`config.mk`:
```
export PLATFORM = sky130hd
export DESIGN_NAME = idu_stage_flat
export DESIGN_NICKNAME = d
export VERILOG_FILES = /design/src/rtl/idu_if.sv /design/src/rtl/idu_stage.sv /design/src/flat_wrapper.sv
export SDC_FILE = /design/constraint.sdc
export NUM_CORES = 1
export LEC_CHECK = 0
export CAP_MARGIN = 15
export CORE_MARGIN = 2
export CORE_UTILIZATION = 44
export DETAILED_ROUTE_END_ITERATION = 7
export GPL_TIMING_DRIVEN = 0
export PLACE_DENSITY_LB_ADDON = 0.2
export SLEW_MARGIN = 20
export SYNTH_ARGS = -nofsm -noshare
export SYNTH_HDL_FRONTEND = slang
export SYNTH_SLANG_ARGS = --single-unit
```
`constraint.sdc`:
```
create_clock -name clk -period 3.95 [get_ports clk]
set_input_delay 0.79 -clock clk [delete_from_list [all_inputs] [get_ports clk]]
set_output_delay 0.79 -clock clk [all_outputs]
set_load 0.03 [all_outputs]
```
`src/rtl/idu_if.sv`:
```
// idu_if: handshake bundle around idu_stage (fetch -> decode -> execute).
// Handshake rule on both sides: a transfer occurs on a rising clk edge where
// valid and ready are both 1; valid never depends on ready, and the
// consumer's ready may depend combinationally on its own downstream ready.
interface idu_if #(
    parameter int XLEN      = 32,
    parameter int RF_ADDR_W = 5
);
    logic                 ifu_valid;
    logic [31:0]          ifu_inst;
    logic [XLEN-1:0]      ifu_pc;
    logic                 idu_ready;
    logic                 exu_ready;
    logic                 exu_valid;
    logic [XLEN-1:0]      exu_pc;
    logic [RF_ADDR_W-1:0] rs1_addr;
    logic [RF_ADDR_W-1:0] rs2_addr;
    logic [RF_ADDR_W-1:0] rd_addr;
    logic [XLEN-1:0]      imm;
    logic [3:0]           alu_op;
    logic                 alu_src_b_imm;
    logic                 rf_wen;
    logic                 mem_ren;
    logic                 mem_wen;
    logic [1:0]           mem_size;
    logic                 mem_unsigned;
    logic                 is_branch;
    logic                 is_jal;
    logic                 is_jalr;
    logic                 is_auipc;
    logic                 is_ebreak;
    logic                 illegal;

    // Decode stage side
    modport slave (
        input  ifu_valid, ifu_inst, ifu_pc, exu_ready,
        output idu_ready, exu_valid, exu_pc, rs1_addr, rs2_addr, rd_addr,
               imm, alu_op, alu_src_b_imm, rf_wen, mem_ren, mem_wen,
               mem_size, mem_unsigned, is_branch, is_jal, is_jalr,
               is_auipc, is_ebreak, illegal
    );

    // Surrounding pipeline side (fetch producer + execute consumer)
    modport master (
        output ifu_valid, ifu_inst, ifu_pc, exu_ready,
        input  idu_ready, exu_valid, exu_pc, rs1_addr, rs2_addr, rd_addr,
               imm, alu_op, alu_src_b_imm, rf_wen, mem_ren, mem_wen,
               mem_size, mem_unsigned, is_branch, is_jal, is_jalr,
               is_auipc, is_ebreak, illegal
    );
endinterface

```
`src/rtl/idu_stage.sv`:
```
// idu_stage: RV32I instruction decode with a one-entry output register.
// Optional macro IDU_PERF_CNT_EN adds perf_inst_cnt / perf_stall_cnt outputs.
// RF_ADDR_W=4 selects RV32E: any used register index >= 16 is illegal.
module idu_stage #(
    parameter int XLEN      = 32,
    parameter int RF_ADDR_W = 5
) (
    input  logic        clk,
    input  logic        rst,
    idu_if.slave        bus,
    output logic        dbg_state
`ifdef IDU_PERF_CNT_EN
    ,
    output logic [31:0] perf_inst_cnt,
    output logic [31:0] perf_stall_cnt
`endif
);

    localparam logic [0:0] S_EMPTY = 1'b0;
    localparam logic [0:0] S_FULL  = 1'b1;

    localparam logic [6:0] OP_LUI    = 7'b0110111;
    localparam logic [6:0] OP_AUIPC  = 7'b0010111;
    localparam logic [6:0] OP_JAL    = 7'b1101111;
    localparam logic [6:0] OP_JALR   = 7'b1100111;
    localparam logic [6:0] OP_BRANCH = 7'b1100011;
    localparam logic [6:0] OP_LOAD   = 7'b0000011;
    localparam logic [6:0] OP_STORE  = 7'b0100011;
    localparam logic [6:0] OP_IMM    = 7'b0010011;
    localparam logic [6:0] OP_REG    = 7'b0110011;
    localparam logic [6:0] OP_FENCE  = 7'b0001111;
    localparam logic [6:0] OP_SYSTEM = 7'b1110011;

    localparam logic [3:0] ALU_ADD    = 4'd0;
    localparam logic [3:0] ALU_SUB    = 4'd1;
    localparam logic [3:0] ALU_SLL    = 4'd2;
    localparam logic [3:0] ALU_SLT    = 4'd3;
    localparam logic [3:0] ALU_SLTU   = 4'd4;
    localparam logic [3:0] ALU_XOR    = 4'd5;
    localparam logic [3:0] ALU_SRL    = 4'd6;
    localparam logic [3:0] ALU_SRA    = 4'd7;
    localparam logic [3:0] ALU_OR     = 4'd8;
    localparam logic [3:0] ALU_AND    = 4'd9;
    localparam logic [3:0] ALU_PASS_B = 4'd10;

    localparam bit NARROW_RF = (RF_ADDR_W < 5);

    typedef struct packed {
        logic [RF_ADDR_W-1:0] rs1;
        logic [RF_ADDR_W-1:0] rs2;
        logic [RF_ADDR_W-1:0] rd;
        logic [XLEN-1:0]      imm;
        logic [3:0]           alu_op;
        logic                 src_b_imm;
        logic                 rf_wen;
        logic                 mem_ren;
        logic                 mem_wen;
        logic [1:0]           mem_size;
        logic                 mem_unsigned;
        logic                 is_branch;
        logic                 is_jal;
        logic                 is_jalr;
        logic                 is_auipc;
        logic                 is_ebreak;
        logic                 illegal;
    } dec_t;

    logic [0:0]      state;
    logic            accept;
    dec_t            dec;
    dec_t            dec_q;
    logic [XLEN-1:0] pc_q;

    logic [31:0] inst;
    logic [6:0]  opcode;
    logic [2:0]  funct3;
    logic [6:0]  funct7;
    logic [31:0] imm_i, imm_s, imm_b, imm_u, imm_j;

    logic [31:0] imm32;
    logic [3:0]  alu_op;
    logic        src_b_imm, wr_rd, is_ld, is_st, br, jal, jalr, auipc, ebreak, bad;
    logic        use_rs1, use_rs2;
    logic [1:0]  msize;
    logic        munsigned;

    assign inst   = bus.ifu_inst;
    assign opcode = inst[6:0];
    assign funct3 = inst[14:12];
    assign funct7 = inst[31:25];

    assign imm_i = {{20{inst[31]}}, inst[31:20]};
    assign imm_s = {{20{inst[31]}}, inst[31:25], inst[11:7]};
    assign imm_b = {{19{inst[31]}}, inst[31], inst[7], inst[30:25], inst[11:8], 1'b0};
    assign imm_u = {inst[31:12], 12'b0};
    assign imm_j = {{11{inst[31]}}, inst[31], inst[19:12], inst[20], inst[30:21], 1'b0};

    // Combinational RV32I decode of the word currently offered by fetch
    always_comb begin
        imm32     = '0;
        alu_op    = ALU_ADD;
        src_b_imm = 1'b0;
        wr_rd     = 1'b0;
        is_ld     = 1'b0;
        is_st     = 1'b0;
        br        = 1'b0;
        jal       = 1'b0;
        jalr      = 1'b0;
        auipc     = 1'b0;
        ebreak    = 1'b0;
        bad       = 1'b0;
        use_rs1   = 1'b0;
        use_rs2   = 1'b0;
        msize     = 2'b00;
        munsigned = 1'b0;
        case (opcode)
            OP_LUI: begin
                imm32 = imm_u; alu_op = ALU_PASS_B; src_b_imm = 1'b1; wr_rd = 1'b1;
            end
            OP_AUIPC: begin
                imm32 = imm_u; src_b_imm = 1'b1; wr_rd = 1'b1; auipc = 1'b1;
            end
            OP_JAL: begin
                imm32 = imm_j; src_b_imm = 1'b1; wr_rd = 1'b1; jal = 1'b1;
            end
            OP_JALR: begin
                imm32 = imm_i; src_b_imm = 1'b1; wr_rd = 1'b1; jalr = 1'b1;
                use_rs1 = 1'b1; bad = (funct3 != 3'b000);
            end
            OP_BRANCH: begin
                imm32 = imm_b; br = 1'b1; use_rs1 = 1'b1; use_rs2 = 1'b1;
                case (funct3[2:1])
                    2'b00:   alu_op = ALU_SUB;
                    2'b10:   alu_op = ALU_SLT;
                    2'b11:   alu_op = ALU_SLTU;
                    default: bad = 1'b1;
                endcase
            end
            OP_LOAD: begin
                imm32 = imm_i; src_b_imm = 1'b1; wr_rd = 1'b1; is_ld = 1'b1; use_rs1 = 1'b1;
                msize = funct3[1:0]; munsigned = funct3[2];
                bad = (funct3[1:0] == 2'b11) || (funct3 == 3'b110);
            end
            OP_STORE: begin
                imm32 = imm_s; src_b_imm = 1'b1; is_st = 1'b1; use_rs1 = 1'b1; use_rs2 = 1'b1;
                msize = funct3[1:0];
                bad = funct3[2] || (funct3[1:0] == 2'b11);
            end
            OP_IMM: begin
                imm32 = imm_i; src_b_imm = 1'b1; wr_rd = 1'b1; use_rs1 = 1'b1;
                case (funct3)
                    3'b000: alu_op = ALU_ADD;
                    3'b001: begin alu_op = ALU_SLL; bad = (funct7 != 7'b0000000); end
                    3'b010: alu_op = ALU_SLT;
                    3'b011: alu_op = ALU_SLTU;
                    3'b100: alu_op = ALU_XOR;
                    3'b101: begin
                        alu_op = funct7[5] ? ALU_SRA : ALU_SRL;
                        bad = (funct7 != 7'b0000000) && (funct7 != 7'b0100000);
                    end
                    3'b110: alu_op = ALU_OR;
                    default: alu_op = ALU_AND;
                endcase
            end
            OP_REG: begin
                wr_rd = 1'b1; use_rs1 = 1'b1; use_rs2 = 1'b1;
                // funct7=0100000 is only meaningful for SUB and SRA
                bad = !((funct7 == 7'b0000000) ||
                        ((funct7 == 7'b0100000) && ((funct3 == 3'b000) || (funct3 == 3'b101))));
                case (funct3)
                    3'b000: alu_op = funct7[5] ? ALU_SUB : ALU_ADD;
                    3'b001: alu_op = ALU_SLL;
                    3'b010: alu_op = ALU_SLT;
                    3'b011: alu_op = ALU_SLTU;
                    3'b100: alu_op = ALU_XOR;
                    3'b101: alu_op = funct7[5] ? ALU_SRA : ALU_SRL;
                    3'b110: alu_op = ALU_OR;
                    default: alu_op = ALU_AND;
                endcase
            end
            OP_FENCE: begin
                bad = (funct3 != 3'b000);
            end
            OP_SYSTEM: begin
                // Only ECALL and EBREAK exist in the base ISA; both have no side effects here
                if (inst == 32'h0010_0073) ebreak = 1'b1;
                else if (inst != 32'h0000_0073) bad = 1'b1;
            end
            default: bad = 1'b1;
        endcase
        // RV32E: bit 4 of any register index actually used by the format is out of range
        if (NARROW_RF) begin
            bad = bad | (use_rs1 & inst[19]) | (use_rs2 & inst[24]) | (wr_rd & inst[11]);
        end
    end

    // Pack decode results; side effects are suppressed for illegal words and rd==x0
    always_comb begin
        dec              = '0;
        dec.rs1          = inst[15 +: RF_ADDR_W];
        dec.rs2          = inst[20 +: RF_ADDR_W];
        dec.rd           = inst[7 +: RF_ADDR_W];
        dec.imm          = XLEN'($signed(imm32));
        dec.alu_op       = alu_op;
        dec.src_b_imm    = src_b_imm;
        dec.rf_wen       = wr_rd && (inst[11:7] != 5'd0) && !bad;
        dec.mem_ren      = is_ld && !bad;
        dec.mem_wen      = is_st && !bad;
        dec.mem_size     = msize;
        dec.mem_unsigned = munsigned;
        dec.is_branch    = br;
        dec.is_jal       = jal;
        dec.is_jalr      = jalr;
        dec.is_auipc     = auipc;
        dec.is_ebreak    = ebreak;
        dec.illegal      = bad;
    end

    // Ready looks only at our own state and the downstream ready, never at ifu_valid
    assign bus.idu_ready = (state == S_EMPTY) || bus.exu_ready;
    assign accept        = bus.ifu_valid && bus.idu_ready;

    // EMPTY/FULL occupancy of the output register
    always_ff @(posedge clk or posedge rst) begin
        if (rst) begin
            state <= S_EMPTY;
        end else if (accept) begin
            state <= S_FULL;
        end else if ((state == S_FULL) && bus.exu_ready) begin
            state <= S_EMPTY;
        end
    end

    // Output register captures the decode result on every accept
    always_ff @(posedge clk or posedge rst) begin
        if (rst) begin
            dec_q <= '0;
            pc_q  <= '0;
        end else if (accept) begin
            dec_q <= dec;
            pc_q  <= bus.ifu_pc;
        end
    end

    assign bus.exu_valid     = (state == S_FULL);
    assign bus.exu_pc        = pc_q;
    assign bus.rs1_addr      = dec_q.rs1;
    assign bus.rs2_addr      = dec_q.rs2;
    assign bus.rd_addr       = dec_q.rd;
    assign bus.imm           = dec_q.imm;
    assign bus.alu_op        = dec_q.alu_op;
    assign bus.alu_src_b_imm = dec_q.src_b_imm;
    assign bus.rf_wen        = dec_q.rf_wen;
    assign bus.mem_ren       = dec_q.mem_ren;
    assign bus.mem_wen       = dec_q.mem_wen;
    assign bus.mem_size      = dec_q.mem_size;
    assign bus.mem_unsigned  = dec_q.mem_unsigned;
    assign bus.is_branch     = dec_q.is_branch;
    assign bus.is_jal        = dec_q.is_jal;
    assign bus.is_jalr       = dec_q.is_jalr;
    assign bus.is_auipc      = dec_q.is_auipc;
    assign bus.is_ebreak     = dec_q.is_ebreak;
    assign bus.illegal       = dec_q.illegal;
    assign dbg_state         = state[0];

`ifdef IDU_PERF_CNT_EN
    // Handshake and stall counters on the execute side, wrapping naturally
    always_ff @(posedge clk or posedge rst) begin
        if (rst) begin
            perf_inst_cnt  <= '0;
            perf_stall_cnt <= '0;
        end else begin
            if (bus.exu_valid && bus.exu_ready)  perf_inst_cnt  <= perf_inst_cnt + 32'd1;
            if (bus.exu_valid && !bus.exu_ready) perf_stall_cnt <= perf_stall_cnt + 32'd1;
        end
    end
`endif

endmodule
```
`src/flat_wrapper.sv`:
```
// flat-port wrapper written by rule: the top's interface ports become plain ports
module idu_stage_flat 
#(
    parameter int XLEN      = 32,
    parameter int RF_ADDR_W = 5
)
  (clk, rst, dbg_state, bus_ifu_valid, bus_ifu_inst, bus_ifu_pc, bus_exu_ready, bus_idu_ready, bus_exu_valid, bus_exu_pc, bus_rs1_addr, bus_rs2_addr, bus_rd_addr, bus_imm, bus_alu_op, bus_alu_src_b_imm, bus_rf_wen, bus_mem_ren, bus_mem_wen, bus_mem_size, bus_mem_unsigned, bus_is_branch, bus_is_jal, bus_is_jalr, bus_is_auipc, bus_is_ebreak, bus_illegal);
  idu_if #(.XLEN(XLEN), .RF_ADDR_W(RF_ADDR_W)) bus_i ();
  input  logic clk;
  input  logic rst;
  output logic dbg_state;
  input wire logic [$bits(bus_i.ifu_valid)-1:0] bus_ifu_valid;
  input wire logic [$bits(bus_i.ifu_inst)-1:0] bus_ifu_inst;
  input wire logic [$bits(bus_i.ifu_pc)-1:0] bus_ifu_pc;
  input wire logic [$bits(bus_i.exu_ready)-1:0] bus_exu_ready;
  output wire logic [$bits(bus_i.idu_ready)-1:0] bus_idu_ready;
  output wire logic [$bits(bus_i.exu_valid)-1:0] bus_exu_valid;
  output wire logic [$bits(bus_i.exu_pc)-1:0] bus_exu_pc;
  output wire logic [$bits(bus_i.rs1_addr)-1:0] bus_rs1_addr;
  output wire logic [$bits(bus_i.rs2_addr)-1:0] bus_rs2_addr;
  output wire logic [$bits(bus_i.rd_addr)-1:0] bus_rd_addr;
  output wire logic [$bits(bus_i.imm)-1:0] bus_imm;
  output wire logic [$bits(bus_i.alu_op)-1:0] bus_alu_op;
  output wire logic [$bits(bus_i.alu_src_b_imm)-1:0] bus_alu_src_b_imm;
  output wire logic [$bits(bus_i.rf_wen)-1:0] bus_rf_wen;
  output wire logic [$bits(bus_i.mem_ren)-1:0] bus_mem_ren;
  output wire logic [$bits(bus_i.mem_wen)-1:0] bus_mem_wen;
  output wire logic [$bits(bus_i.mem_size)-1:0] bus_mem_size;
  output wire logic [$bits(bus_i.mem_unsigned)-1:0] bus_mem_unsigned;
  output wire logic [$bits(bus_i.is_branch)-1:0] bus_is_branch;
  output wire logic [$bits(bus_i.is_jal)-1:0] bus_is_jal;
  output wire logic [$bits(bus_i.is_jalr)-1:0] bus_is_jalr;
  output wire logic [$bits(bus_i.is_auipc)-1:0] bus_is_auipc;
  output wire logic [$bits(bus_i.is_ebreak)-1:0] bus_is_ebreak;
  output wire logic [$bits(bus_i.illegal)-1:0] bus_illegal;
  assign bus_i.ifu_valid = bus_ifu_valid;
  assign bus_i.ifu_inst = bus_ifu_inst;
  assign bus_i.ifu_pc = bus_ifu_pc;
  assign bus_i.exu_ready = bus_exu_ready;
  assign bus_idu_ready = bus_i.idu_ready;
  assign bus_exu_valid = bus_i.exu_valid;
  assign bus_exu_pc = bus_i.exu_pc;
  assign bus_rs1_addr = bus_i.rs1_addr;
  assign bus_rs2_addr = bus_i.rs2_addr;
  assign bus_rd_addr = bus_i.rd_addr;
  assign bus_imm = bus_i.imm;
  assign bus_alu_op = bus_i.alu_op;
  assign bus_alu_src_b_imm = bus_i.alu_src_b_imm;
  assign bus_rf_wen = bus_i.rf_wen;
  assign bus_mem_ren = bus_i.mem_ren;
  assign bus_mem_wen = bus_i.mem_wen;
  assign bus_mem_size = bus_i.mem_size;
  assign bus_mem_unsigned = bus_i.mem_unsigned;
  assign bus_is_branch = bus_i.is_branch;
  assign bus_is_jal = bus_i.is_jal;
  assign bus_is_jalr = bus_i.is_jalr;
  assign bus_is_auipc = bus_i.is_auipc;
  assign bus_is_ebreak = bus_i.is_ebreak;
  assign bus_illegal = bus_i.illegal;
  idu_stage #(.XLEN(XLEN), .RF_ADDR_W(RF_ADDR_W)) u_core (.clk(clk), .rst(rst), .bus(bus_i), .dbg_state(dbg_state));
endmodule
```
# Word-level counts from Yosys, hierarchy flattened
# Cells that the tools add are included.
# classes
n_eq_ne	24
n_mux	26
bitwise_logic	1
n_reduce_logical	30
# op_table
operator	n
$pmux W32 S5	1
$pmux W4 S7	2
$eq A32 B21 Y1 const B	1
$ne A32 B7 Y1 const B	1
$eq A7 B6 Y1 const B	4
$eq A7 B7 Y1 const B	4
$mux W1	18
$pmux W4 S4	1
$eq A7 B5 Y1 const B	2
$reduce_or A7 Y1	2
$eq A3 B3 Y1 const B	3
$pmux W3 S3	1
$reduce_or A3 Y1	3
$logic_and A1 B1 Y1	8
$pmux W1 S8	1
$eq A7 B2 Y1 const B	1
$eq A7 B4 Y1 const B	1
$logic_not A7 Y1	1
$ne A7 B6 Y1 const B	1
$reduce_bool A7 Y1	1
$eq A2 B2 Y1 const B	3
$eq A3 B2 Y1 const B	2
$reduce_or A2 Y1	3
$logic_or A1 B1 Y1	5
other kinds (10)	11
# word_totals
ff_bits	97
input_bits	68
out_inout_bits	99

# Longest topological paths before layout
# logic_depth
ltp_word	8
depth_mapped	7
mapped_depth_nobuf	5

# Worst setup path before layout
# OpenSTA, ideal clock, no wires.
# synth_timing
kind	input to register
from	in bus_exu_ready
to	reg u_core.dec_q (netlist bit u_core.bus.illegal)
setup_time_ps	139
arrival_time_ps	2066
t_required_ps	3811
setup_slack_ps	1744
stages	6
path_buffers	1
cell_sequence	nand2b_1 > and2_1 > buf_2 > nand4_1 > a2111oi_4 > a31oi_1
# synth_between
elab_chain_len	2
# synth_rtl
element	line	source
from (decl)	flat_wrapper.sv:15	input wire logic [$bits(bus_i.exu_ready)-1:0] bus_exu_ready;
$logic_or A1 B1 Y1	idu_stage.sv:220	assign bus.idu_ready = (state == S_EMPTY) || bus.exu_ready;
$logic_and A1 B1 Y1	idu_stage.sv:221	assign accept = bus.ifu_valid && bus.idu_ready;
to (signal assigned)	idu_stage.sv:237	dec_q <= '0;
to (signal assigned)	idu_stage.sv:240	dec_q <= dec;
to (decl)	idu_stage.sv:71	dec_t dec_q;
# Every way passes these cells.
# A chain may end at the register's enable or synchronous reset.

# Worst setup path after layout
# layout_timing
from	in bus_exu_ready
to	out bus_idu_ready
# layout_between
elab_chain_len	1
# layout_rtl
element	line	source
$logic_or A1 B1 Y1	idu_stage.sv:220	
to (decl)	flat_wrapper.sv:16	output wire logic [$bits(bus_i.idu_ready)-1:0] bus_idu_ready;
# Every way passes these cells.

==> results.yml <==
finish:
  antenna_cells: 0
  drive_gt1_share_pct: 6.17
  area_growth_pct: 47.8
  nNetsFinal: 729
  final_cells: 798
synth:
  syn_avg_cell_area_um2: 8.96
  async_flop_share_pct: 100
  ys_seq_area_share_pct: 55.7
  synth_commonest_cells: "nand2_1 (185), dfrtp_1 (97), a21oi_1 (27), clkbuf_1 (25), nor2_1 (22)"
  ys.flop_type: "dfrtp_1"
  syn_nets: 554
  synth_seq_cells: 97
  synth_warnings: 0
  synth_cells: 486
  yosysMostFrequentCell: "nand2_1"
  netlist_area_um2: 4350
  synth_top_area_share_pct: 55.7
  synth_edf_count: 0
  yosysUniqueCellTypes: 51
  synth_area_leaders: "dfrtp_1 (56%), nand2_1 (16%), a21oi_1 (3.1%), clkbuf_1 (2.2%), a22o_1 (2.0%)"
  synth.largest_area_cell: "dfrtp_1"
setup_path:
  required_ps: 3160
  crit_chain: "clkdlybuf4s50_1, nand2b_1, clkdlybuf4s50_1"
  endpoint_kind: "output pin"
  cpPeakStageDelay_ps: 690
  r2r_slack_ps: 1990
  critPathMaxFanout: 4
  critPathLaunchType: "primary input"
  crit_top_cell: "clkdlybuf4s50_1"
  cp_data_arrival_time_ps: 2090
  critPathKind: "in2out"
  cpMaxStageDelayCell: "clkdlybuf4s50_1"
power:
  p_leak_nw: 2.86
  ir_worst_vdd_uv: 175
  p_seq_share_pct: 43.5
  power.net_switching_mw: 0.780
  switching_share_pct: 30.3
  total_power_mw: 2.57
  power.density_nw_per_um2: 400
  p_clk_share_pct: 31.4
  p_comb_share_pct: 25.1
  intPower_mw: 1.79
global_routing:
  grt_pass1_vias: 4075
  grt_usage_pct: 25.7
  grt_max_degree: 50
  grt_pass1_wl_um: 20900
  antenna_found_initial: 0
  grt_overflow: 0
drt:
  wl_met2_um: 6170
  wirelength_met1_um: 5850
  remaining_drc_errors: 0
  top_layer: "met4"
  drt-initial-drc-count: 193
  dr_wl_met3_um: 1160
  final_antenna_net_count: 0
  num_vias: 4168
  wire_per_inst_um: 16.9
  via_per_inst: 5.22
  routed_wl_um: 13500
  dr.pass1.iters: 4
run_status:
  status: "completed"
place:
  gp_congestion: 0.919
  place_hpwl_um: 10100
  dp_cells: 783
  io_buffers: 163
clock_tree:
  cts_made_buffers: 9
  clock_path_buffers: 2
  cts_tree: "done"
  post_cts_buffers: 0
  cts_resized: 0
  path_clk_slew_ps: 90
  htree_levels: 3
  clk_latency_ps: 370
  ctsRootBufferMaster: "clkbuf_8"
  cts_hold_buf: 0
  cts_sinks: 97
job:
  maxCapViolCount: 0
sta:
  rsz0062_at_grt: "no"
  hold_violations: 0
  finalClockSkew_ps: 7.70
  drv_slew: 0
  max_freq_mhz: 347
  worst_slew_pin_slew_ps: 889
  setup_tns_ps: 0
  slew_headroom_pct: 40.3
  fin_crit_ps: 2880
  setup_viol_count_final: 0
  min_period_over_period_pct: 72.9
floorplanning:
  die-area_um2: 10700
  core_area_um2: 9680
  dieWidth_um: 103
  die_y_um: 103
  ios: 167
  rows: 36
  start_util_pct: 45.0
hold_path:
  hold_class: "reg2reg"
==> sequential cells by signal (all words and copies together), names as in the netlist <==
name                      flops
u_core.bus.alu_op             4
u_core.bus.alu_src_b_imm      1
u_core.bus.exu_pc            32
u_core.bus.exu_valid          1
u_core.bus.illegal            1
u_core.bus.imm               32
u_core.bus.is_auipc           1
u_core.bus.is_branch          1
u_core.bus.is_ebreak          1
u_core.bus.is_jal             1
u_core.bus.is_jalr            1
u_core.bus.mem_ren            1
u_core.bus.mem_size           2
u_core.bus.mem_unsigned       1
u_core.bus.mem_wen            1
u_core.bus.rd_addr            5
u_core.bus.rf_wen             1
u_core.bus.rs1_addr           5
u_core.bus.rs2_addr           5
==> worst max-delay path, delay by kind of cell <==
kind	cells	cell delay, ps
buffers and inverters	2	1130
AND/OR/NAND/NOR	1	160
==> cell type report <==
| type | count | area (um2) |
|---|---|---|
| Clock buffer | 11 | 151 |
| Multi-Input combinational cell | 347 | 1730 |
| Buffer | 36 | 170 |
| Inverter | 6 | 27.5 |
| Clock inverter | 4 | 98.8 |
| Timing Repair Buffer | 164 | 1660 |
| Sequential cell | 97 | 2430 |
| Tap cell | 133 | 166 |
| Fill cell | 838 | 3250 |
==> path summary, 6_finish.rpt <==
kind                                         start  depth (start not counted)                      end
setup / recovery                     bus_exu_ready                          3            bus_idu_ready
hold / removal             u_core.bus.mem_unsigned                          2  u_core.bus.mem_unsigned
setup reg to reg              u_core.bus.exu_valid                          7     u_core.bus.exu_pc[3]
hold reg to reg            u_core.bus.mem_unsigned                          2  u_core.bus.mem_unsigned
max in group asynchronous                      rst                          3       u_core.bus.imm[23]
min in group asynchronous                      rst                          2    u_core.bus.exu_pc[25]
==> metrics by stage <==
step	worst slack (ps)	instance area [um2]	hold slack [ps]	util, %
final	1070	6430	478	66.4
after global routing	1030	6430	508	66.4
after CTS	1070	6430	484	66.4
after detailed placement	940	6180	456	63.9
after global placement	-728	6150	451	63.5
after floorplan	626	4350	646	-
==> layout by cell type (no fill, tap or decap), types with 6 or more instances in the layout <==
| cell type | count |
|---|---|
| nand2_1 | 185 |
| clkbuf_8 | 11 |
| a221oi_1 | 6 |
| o21ai_0 | 12 |
| clkbuf_1 | 25 |
| buf_2 | 7 |
| nand3_1 | 7 |
| a21oi_1 | 27 |
| dfrtp_1 | 97 |
| o21ai_1 | 17 |
| a22o_1 | 10 |
| nor2_1 | 22 |
| clkdlybuf4s50_1 | 163 |
==> routing by layer <==
layer	global-route usage, %	vias up
li1	-	1974
met1	33.8	1989
met4	8.40	0
met3	6.65	25
met5	0	-
met2	41.6	180
==> power groups by stage <==
stage               sequential, mW  combinational, mW  clock, mW
finish                        1.12              0.644      0.808
global route                  1.13              0.695      0.860
CTS                           1.12              0.649      0.816
detailed placement            1.14              0.647          0
global placement              1.13              0.635          0
floorplan                     1.30              0.165          0
==> logic make-up (layout without fill, tap and decap cells) <==
family	count (synthesis)	count (layout)	synth area share, %
AO/OA/AOI/OAI	96	96	14.9
XOR/XNOR	1	1	0.201
buffers and inverters	42	221	4.43
flip-flops	97	97	55.7
multiplexers	1	1	0.259
AND/OR/NAND/NOR	249	249	24.5
Power figures use the tool's default switching activity.
